[config.mk]
export PLATFORM = sky130hd
export DESIGN_NAME = subset_scan_ctrl
export DESIGN_NICKNAME = d
export VERILOG_FILES = /design/src/rtl/subset_scan_ctrl.sv
export SDC_FILE = /design/constraint.sdc
export NUM_CORES = 1
export LEC_CHECK = 0
export ABC_AREA = 1
export CAP_MARGIN = 15
export CORE_MARGIN = 2
export CORE_UTILIZATION = 45
export CTS_BUF_LIST = sky130_fd_sc_hd__clkbuf_8
export DETAILED_ROUTE_END_ITERATION = 16
export GPL_TIMING_DRIVEN = 1
export MAX_ROUTING_LAYER = met4
export PLACE_DENSITY = 0.81
export SYNTH_ARGS = -nofsm -noshare
export SYNTH_HDL_FRONTEND = slang
export SYNTH_SLANG_ARGS = --single-unit
export TNS_END_PERCENT = 20
[constraint.sdc]
create_clock -name clk -period 3.3 [get_ports clk]
set_clock_uncertainty 0.15 [all_clocks]
set_input_delay 0.66 -clock clk [delete_from_list [all_inputs] [get_ports clk]]
set_output_delay 0.66 -clock clk [all_outputs]
set_load 0.05 [all_outputs]
[src/rtl/subset_scan_ctrl.sv]
// subset_scan_ctrl
// Walks a single shared Subset circle-membership datapath over every point
// of the 2^COORD_W x 2^COORD_W grid, one point per cycle. It gathers each
// row of results into a bitmask, hands the row to a sink over valid/ready,
// and keeps a running total of activated points.
//
// Build option: define SUBSET_SCAN_ABORT_EN to add an 'abort' input that
// cancels a scan in progress. The partial activated count is kept. Without
// the macro, a scan always runs to completion unless rst is asserted.
module subset_scan_ctrl #(
  parameter int COORD_W = 4,
  parameter int CNT_W   = 2*COORD_W+1
) (
  input  logic                    clk,
  input  logic                    rst,
  input  logic                    start,
`ifdef SUBSET_SCAN_ABORT_EN
  input  logic                    abort,
`endif
  input  logic [23:0]             central_in,
  input  logic [23:0]             radius_square_in,
  input  logic [1:0]              mode_in,
  output logic [23:0]             central,
  output logic [23:0]             radius_square,
  output logic [1:0]              mode,
  output logic [COORD_W-1:0]      pos_x,
  output logic [COORD_W-1:0]      pos_y,
  input  logic                    activated,
  output logic                    busy,
  output logic                    row_valid,
  input  logic                    row_ready,
  output logic [COORD_W-1:0]      row_y,
  output logic [(1<<COORD_W)-1:0] row_mask,
  output logic                    done,
  output logic [CNT_W-1:0]        active_count
);

  // The last coordinate on either axis (N-1). Reaching it on x ends a row,
  // and reaching it on y ends the scan.
  localparam logic [COORD_W-1:0] POS_LAST = '1;

  typedef enum logic [1:0] {
    IDLE,
    SCAN,
    ROW_OUT,
    DONE
  } state_t;

  state_t state;

  // The sink takes the presented row on the edge where both sides agree.
  logic row_accept;
  assign row_accept = row_valid & row_ready;

`ifdef SUBSET_SCAN_ABORT_EN
  // An abort only matters while a scan is in flight. In IDLE and DONE it is
  // simply ignored.
  logic abort_hit;
  assign abort_hit = abort & ((state == SCAN) | (state == ROW_OUT));
`endif

  // Scan sequencer. All outputs are registered here. The position drives
  // Subset directly, and 'activated' comes back in the same cycle, so the
  // sample for (pos_x, pos_y) is captured on the edge that advances pos_x.
  always_ff @(posedge clk) begin
    if (rst) begin
      state         <= IDLE;
      pos_x         <= '0;
      pos_y         <= '0;
      row_y         <= '0;
      central       <= '0;
      radius_square <= '0;
      mode          <= '0;
      row_valid     <= 1'b0;
      row_mask      <= '0;
      done          <= 1'b0;
      busy          <= 1'b0;
      active_count  <= '0;
    end
`ifdef SUBSET_SCAN_ABORT_EN
    else if (abort_hit) begin
      state     <= IDLE;
      busy      <= 1'b0;
      row_valid <= 1'b0;
      done      <= 1'b0;
    end
`endif
    else begin
      done <= 1'b0;
      case (state)
        IDLE: begin
          if (start) begin
            central       <= central_in;
            radius_square <= radius_square_in;
            mode          <= mode_in;
            active_count  <= '0;
            row_mask      <= '0;
            pos_x         <= '0;
            pos_y         <= '0;
            busy          <= 1'b1;
            state         <= SCAN;
          end
        end

        SCAN: begin
          row_mask[pos_x] <= activated;
          if (activated) begin
            active_count <= active_count + CNT_W'(1);
          end
          if (pos_x == POS_LAST) begin
            row_valid <= 1'b1;
            row_y     <= pos_y;
            state     <= ROW_OUT;
          end else begin
            pos_x <= pos_x + COORD_W'(1);
          end
        end

        ROW_OUT: begin
          if (row_accept) begin
            row_valid <= 1'b0;
            if (pos_y == POS_LAST) begin
              done  <= 1'b1;
              state <= DONE;
            end else begin
              pos_y    <= pos_y + COORD_W'(1);
              pos_x    <= '0;
              row_mask <= '0;
              state    <= SCAN;
            end
          end
        end

        DONE: begin
          busy  <= 1'b0;
          state <= IDLE;
        end

        default: begin
          busy      <= 1'b0;
          row_valid <= 1'b0;
          state     <= IDLE;
        end
      endcase
    end
  end

endmodule

* Word-level counts from Yosys, hierarchy flattened
Index checks and enable logic that the tools add are counted.
** Word-level totals
- Register bits :: 92
- Latch bits :: 0
- Memory bits (writable) :: 0
- Memory bits (read-only) :: 0
- Output and inout bits :: 90
- Word-level logic and storage cells :: 77
- Memories kept :: 0
** Cells by class
- $add $sub $neg :: 3
- Multipliers :: 0
- Div/mod/pow operators :: 0
- $lt $le $gt $ge :: 2
- Equal/unequal tests :: 11
- Shift-type cells :: 0
- Multiplexer cells :: 29
- Bitwise gates (word level) :: 3
- Reduce and logical (&&, ||, !) cells :: 17
** Operators by type and width (count)
- $mux 16 :: 3
- $pmux 16 s3 :: 1
- $mux 4 :: 6
- $mux 9 :: 2
- $pmux 9 s2 :: 1
- $bwmux 16 :: 1
- $ne 2x2->1 const B :: 6
- $pmux 4 s3 :: 1
- $add 9x1->9 const B :: 1
- $reduce_and 3->1 :: 3
- $add 4x1->4 const B :: 2
- $eq 4x4->1 const B :: 2
- $mux 2 :: 4
- $pmux 2 s4 :: 1
- $pmux 4 s2 :: 1
- $reduce_and 4->1 :: 2
- $reduce_bool 2->1 :: 4
- $reduce_and 2->1 :: 3
- $lt 4x5->1 const B :: 1
- $mux 1 :: 5
- $reduce_and 5->1 :: 1
- $demux 1 s4 :: 1
- $eq 2x2->1 const B :: 2
- $ge 4x1->1 const B :: 1
- 8 further kinds :: 10

* Logic depth before layout (Yosys ltp)
Gate-level depths: netlist of run 1.
- Depth after elaboration :: 6
- Mapped depth :: 9

* Worst setup path after synthesis of run 1
No wires, ideal clock.
- Kind :: register -> register
- From :: reg pos_y[1]
- To :: reg row_mask[12]
- Library setup time :: 71 ps
- Arrival time :: 1752 ps
- Data required time :: 3079 ps
- Path slack :: 1327 ps
- Cell stages (with the launch flop) :: 9
- Clock period less this slack :: 1973 ps
- Cell sequence :: dfxtp_1 ha_1 nand3_1 nor2_8 nor2_8 buf_8 nand3_2 nand2_1 a21oi_2
** On the way
- Word-level cells in the longest chain between the ends :: 3
** Ends and longest elaborated chain
- start, declared :: RTL line 27 : output logic [COORD_W-1:0] pos_y,
- start signal, assigned :: RTL line 126 : pos_y <= pos_y + COORD_W'(1);
- $eq 4x4->1 :: RTL line 122 : if (pos_y == POS_LAST) begin
- $ne 2x2->1 (no source line)
- $reduce_and 4->1 (no source line)
- end signal, assigned by index :: RTL line 106 : row_mask[pos_x] <= activated;
- end, declared :: RTL line 33 : output logic [(1<<COORD_W)-1:0] row_mask,
Every way passes these cells.
A chain may end at the register's enable or synchronous reset.

* Worst setup path in the final report of run 1
- From :: reg pos_x[3]
- To :: out pos_x[3]
** RTL lines
- start, declared :: RTL line 26 : output logic [COORD_W-1:0] pos_x,
- start signal, assigned :: RTL line 115 : pos_x <= pos_x + COORD_W'(1);
No word-level cell between the ends.

==> metrics.md, run 1 <==
| Metric | Value |
|---|---|
| Worst slew pin tran | between 500 and 600 ps |
| Synth top area cells | dfxtp_1 46%, nor2_1 12%, o21ai_0 7.8% |
| Top_reg_cell synth | dfxtp_1 |
| Die height | 98.1 um |
| Cell family with most CP delay | buffers and inverters |
| Critical path arrival | between 1500 and 2000 ps |
| Die span in x | slightly below 100 um |
| Setup crit start kind | register |
| Largest net degree at the start of global routing | 54 |
| Buf/Inv on CP | 1 |
| Top-count cell post-synth | nor2_1 |
| Antenna violations before repair | 0 |
| CTS root buffer | clkbuf_8 |
| Rel. slew slack | ~61% |
| Seq/Total Area, Yosys | approximately 46% |
| Final core utilization | around two thirds |
| FP Rows | 34 |
| Post-synthesis average cell area | 7.66 um2 |
| Max-slew violations | 0 |
| CP Data Required Time | about 2500 ps |
| ANT cells | 0 |
| Power per Cell Area | roughly 540 nW/um2 |
| GPL Wtd Cong | 0.824 |
| Vias per cell | 5.01 |
| Final cycle utilization of the critical path | between 80% and 90% |
| Post-route ant nets | 0 |
| CORE AREA | ~8600 um2 |
| Synth Register Bits | 92 |
| Resize count post-CTS | 0 |
| Unrepaired setup endpoints after global routing | false |
| Vias in the first global route | between 3000 and 4000 |
| CTS tree | yes |
| Cell taking the most area after synthesis | dfxtp_1 |
| CP Class | register to output port |
| Die area | 9620 um2 |
| Worst-Skew Late Latency | 360 ps |
| Synth top cells by count | 123 x nor2_1, 92 x dfxtp_1, 77 x nand2_1 |
| 1st-pass router iterations | 5 |
| EDFF count, synth | 0 |
| Async set-or-reset flop fraction in the synthesized netlist | 0% |
| Cell variety after synth | 32 |
| Synth-to-Final Area Change | 42.2% |
| Crit end category | output port |
| Yosys warning total | 0 |
| Total Power | around 0.0031 W |
| H-tree levels | 3 |
| Final wirelength | 10300 um |
| Worst Hold Class | register to register |
| Syn Nets | 581 |
| Min Tclk post-route | 2650 ps |
| Share of cells above drive strength 1 | 11.6% |
| Maximum VDD drop | about 0.37 mV |
| IO buf count | around 140 |
| Cells along the critical path | clkdlybuf4s50_1 |
| GRT Total Usage | between 20 and 25% |
| Clock transition at path regs | 90 ps |
| Max incr delay on CP | roughly 890 ps |
| Setup total negative slack | 0 ps |
| Initial cell density of the core | a little under half |
| Post-CTS setup repair buffer count | 0 |
| Clock buffer count from CTS | 9 |
| Congestion Overflow GR | 0 |
| Mapped Cells | 520 |
| Longest Clk Path Bufs | 2 |
| # IOs | 145 |
| Post-detail-place hpwl | roughly 7500 um |
| Achievable frequency | roughly 380 MHz |
| Routed wire per std cell | between 10 and 15 um |
| Sink Count | 92 |
| Final setup viols | 0 |
| Residual DRC | 0 |
| First-pass GRT wire length | roughly 17000 um |
| Initial DRC Count | roughly 120 |
| # nets final | around 700 |
| Max-cap violation count | 0 |
| Status | finished, final reports clean |
| Mapped Area | between 3000 and 4000 um2 |
| CTS Hold Bufs | 0 |
| Critical-path top delay cell | clkdlybuf4s50_1 |
| Post-Layout Cell Count | 766 |
| Post-Place Cells | 750 |
| Via Count | 3838 |
| Yosys top cell area share | around 46% |
| Critical-path maximum fanout | 10 |
| Leak | 2.23 nW |
| Final hold violations | 0 |
| WHS | between 300 and 400 ps |
## per-stage QoR
step / setup slack, ps / cell area (um2)
after floorplan: 1330 / 3990
after global placement: 843 / 5460
after detailed placement: 789 / 5460
after CTS: 622 / 5670
after global routing: 586 / 5670
final: 648 / 5670
## power breakdown
| group | total (W) | internal (W) | switching, W |
|---|---|---|---|
| logic | 0.00101 | 0.000343 | 0.000669 |
| clock network | 0.000798 | 0.000393 | 0.000405 |
| registers | 0.00128 | 0.00121 | 0.0000704 |
## final cells by class
type	instances	area, um2
Inverter	32	120
Tap cell	108	135
Multi-Input combinational cell	370	1880
Clock inverter	5	58.8
Fill cell	749	2970
Clock buffer	11	151
Timing Repair Buffer	148	1480
Sequential cell	92	1840
## metal layers
metal	routed length (um)	GRT usage [%]	vias up
li1	-	-	1941
met2	4940	37.0	132
met4	161	6.41	0
met3	793	7.30	14
met5	0	-	-
met1	4410	25.8	1751
## layout by cell type, fill, tap and decap left out, drive strengths merged
cell type,instances
o21ai,62
buf,4
clkinv,2
inv,32
clkbuf,11
a21oi,29
nand2,84
ha,6
a211oi,1
a21boi,1
or2,7
nor4,1
clkinvlp,2
bufinv,1
xnor2,2
nand4,4
clkdlybuf4s50,144
dfxtp,92
nor2,129
nand3,43
o211ai,1
## worst reg2reg max path, cell delays in order, from the launching register on
cell and delay [ps]:
dfxtp_1 420, inv_2 120, nor2_4 390, nand2_2 250, nand2_2 220, nand3_1 130, o21ai_0 170, nor2_1 50
## cell families after synthesis
group | synth area share (%)
XOR/XNOR | 0.440
adder cells (fa/ha/maj) | 1.88
AND/OR/NAND/NOR | 31.2
AO/OA/AOI/OAI | 13.6
flip-flops | 46.2
buffers and inverters | 6.69
## worst paths after layout
path	end	slack, ps	startpoint	depth (start not counted)
worst max-delay path	pos_x[3]	650	pos_x[3]	1
worst min-delay path	row_mask[15]	320	row_mask[15]	2
worst max register to register	active_count[4]	1300	state[0]	7
worst min register to register	row_mask[15]	320	row_mask[15]	2
## state kept, by name (all words and copies together), names as in the netlist
register / flops
pos_x: 4
mode: 2
done: 1
row_valid: 1
row_mask: 16
central: 24
radius_square: 24
pos_y: 4
row_y: 4
active_count: 9
busy: 1
state: 2
No activity file was read; power rests on OpenSTA's default activity.
==> inputs of run 2 (changes only) <==
==> constraint.sdc (replaced) <==
create_clock -name clk -period 2.6 [get_ports clk]
set_clock_uncertainty 0.15 [all_clocks]
set_input_delay 0.52 -clock clk [delete_from_list [all_inputs] [get_ports clk]]
set_output_delay 0.52 -clock clk [all_outputs]
set_load 0.05 [all_outputs]
==> run 2 against run 1 <==
  * Setup slack got worse by 580 ps
  * Critical endpoint unchanged
  * Sequential cell count unchanged
  * Total power increased by 30%
  * Via count decreased by 0.34%
  * Wire length decreased by 1.7%
  * Clock power increased by 38%
  * Clock-buffer cell count unchanged
  * Highest routed layer unchanged
  * Sequential share of layout area decreased by 0.28 points
  * Final cell count increased by 0.26%
  * Global-route usage decreased by 0.73 points
  * Cell area increased by 0.88%
  * Register-to-register slack got worse by 470 ps
==> metrics.md, run 2 (synthesis results as in run 1) <==
| Metric | Value |
|---|---|
| Status | finished, final reports clean |
| Resize count post-CTS | 0 |
| Final setup viols | 0 |
| GRT Total Usage | between 20 and 25% |
| Largest regs | central (24), radius_square (24), row_mask (16) |
| Initial cell density of the core | between 40% and 50% |
| GPL Wtd Cong | around 0.86 |
| Final wirelength | 10100 um |
| Vias per cell | roughly 5.0 |
| # IOs | between 100 and 150 |
| Longest Clk Path Bufs | 2 |
| Number of fill cells | between 700 and 800 |
| Unrepaired setup endpoints after global routing | false |
| Post-CTS setup repair buffer count | 0 |
| CP Data Required Time | approximately 1900 ps |
| Buf/Inv on CP | 1 |
| Final core utilization | between 60% and 70% |
| Max incr delay on CP | approximately 900 ps |
| Critical-path maximum fanout | 10 |
| Achievable frequency | 394 MHz |
| Worst r2r src | pos_x[0] |
| Sink Count | 92 |
| First-pass GRT wire length | between 15000 and 20000 um |
| R2R cell count | 7 |
| Register area | 1840 um2 |
| Flop2flop setup slack | slightly above 800 ps |
| H-tree levels | 3 |
| Min-Delay Startpoint | row_mask[4] |
| CTS tree | yes |
| Initial DRC Count | approximately 150 |
| Congestion Overflow GR | 0 |
| Rel. slew slack | between 60% and 70% |
| Largest net degree at the start of global routing | 56 |
| Vias in the first global route | between 3000 and 4000 |
| # nets final | just over 700 |
| Commonest cells after routing, fill and taps aside | 144 x clkdlybuf4s50_1, 123 x nor2_1, 92 x dfxtp_1, 77 x nand2_1, 62 x o21ai_0 |
| FP Rows | 34 |
| Post-route ant nets | 0 |
| CP Class | register to output port |
| Final cycle utilization of the critical path | a little over nine tenths |
| Max-cap violation count | 0 |
| Critical-path top delay cell | clkdlybuf4s50_1 |
| Hold Path Stages | 2 |
| Synth-to-Final Area Change | 43.5% |
| Cells along the critical path | clkdlybuf4s50_1 |
| Worst Hold Class | register to register |
| Worst-Skew Late Latency | ~340 ps |
| Power per Cell Area | about 700 nW/um2 |
| Setup crit start kind | register |
| CTS root buffer | clkbuf_8 |
| Most common cell after layout, fill and taps aside | clkdlybuf4s50_1 |
| Die span in x | 98.1 um |
| ANT cells | 0 |
| 1st-pass router iterations | 4 |
| FF-to-FF End | row_y[0] |
| Die area | a little under 10000 um2 |
| Share of cells above drive strength 1 | between 10% and 20% |
| Post-detail-place hpwl | around 7300 um |
| Final hold violations | 0 |
| Antenna violations before repair | 0 |
| Multi-input gate area | around 1900 um2 |
| Worst Hold End | row_mask[4] |
| Max-slew violations | 0 |
| Maximum VDD drop | approximately 0.59 mV |
| Routed wire per std cell | 13.2 um |
| Cell family with most CP delay | buffers and inverters |
| Leak | 2.26 nW |
| CTS Hold Bufs | 0 |
| Residual DRC | 0 |
| Worst slew pin tran | 564 ps |
| Setup total negative slack | 0 ps |
| Clock buffer count from CTS | 9 |
| CORE AREA | 8640 um2 |
| Via Count | approximately 3800 |
| Critical path arrival | 1870 ps |
| Crit end category | output port |
| Clock transition at path regs | about 80 ps |
| Die height | 98.1 um |
| Min Tclk post-route | 2540 ps |
| IO buf count | 144 |
[run 2: cell count changes in the layout (fill, tap and decap cells not counted)]
cell,previous run,this run
buf_4,3,4
clkinvlp_4,2,1
bufinv_16,1,2
buf_12,1,2
[run 2: final cells by class]
class / instances / share of cell area (%)
clock buffers: 11 / 2.65
clock inverters: 5 / 1.42
inverters: 32 / 2.10
multi-input cells: 370 / 32.8
flip-flops and latches: 92 / 32.2
well taps: 108 / 2.36
repair buffers: 150 / 26.4
[run 2: through the flow]
stage	cell area (um2)	worst slack, ps	power (W)	hold WS (ps)	cells
floorplan	3990	627	0.00254	350	520
global placement	5490	425	0.00293	299	752
detailed placement	5490	372	0.00295	311	752
CTS	5720	64.4	0.00405	324	768
global route	5720	29.2	0.00421	332	768
finish	5720	64.5	0.00401	322	768
[run 2: how the worst max path moves through the flow]
| stage | slack (ps) | end | cells after the start | from |
|---|---|---|---|---|
| 2_1_floorplan | 630 | row_mask[12] | 8 | pos_y[1] |
| 3_5_place_dp | 370 | row_mask[7] | 8 | row_ready |
| 3_3_place_gp | 430 | pos_x[1] | 8 | row_ready |
| 5_1_grt | 30 | pos_x[3] | 1 | pos_x[3] |
| 4_1_cts | 60 | pos_x[3] | 1 | pos_x[3] |
| 6_report | 60 | pos_x[3] | 1 | pos_x[3] |
[run 2: where the power goes]
part	leakage [nW]	internal (W)	switching, W
clock network	0.116	0.000597	0.000500
logic	1.39	0.000447	0.000851
registers	0.754	0.00153	0.0000871
total	2.26	0.00258	0.00144
[run 2: worst register-to-register path, delay by kind of cell (launching register included)]
family	cells	cell delay (ps)
flip-flops	1	490
adder cells (fa/ha/maj)	1	340
buffers and inverters	2	280
AND/OR/NAND/NOR	2	240
AO/OA/AOI/OAI	2	210
[run 2: metal layers]
| layer | global-route usage [%] | wire [um] |
|---|---|---|
| met1 | 24.6 | 4270 |
| met5 | - | 0 |
| met2 | 35.0 | 4830 |
| met3 | 8.16 | 927 |
| met4 | 6.84 | 98 |
==> inputs of run 3 (changes only) <==
--- a/config.mk
+++ b/config.mk
@@ -11,6 +11,7 @@
 export CORE_UTILIZATION = 45
 export CTS_BUF_LIST = sky130_fd_sc_hd__clkbuf_8
 export DETAILED_ROUTE_END_ITERATION = 16
+export GPL_ROUTABILITY_DRIVEN = 0
 export GPL_TIMING_DRIVEN = 1
 export MAX_ROUTING_LAYER = met4
 export PLACE_DENSITY = 0.81
==> results of run 3 <==
Final layout, timing and power as in run 2 (identical DEF).
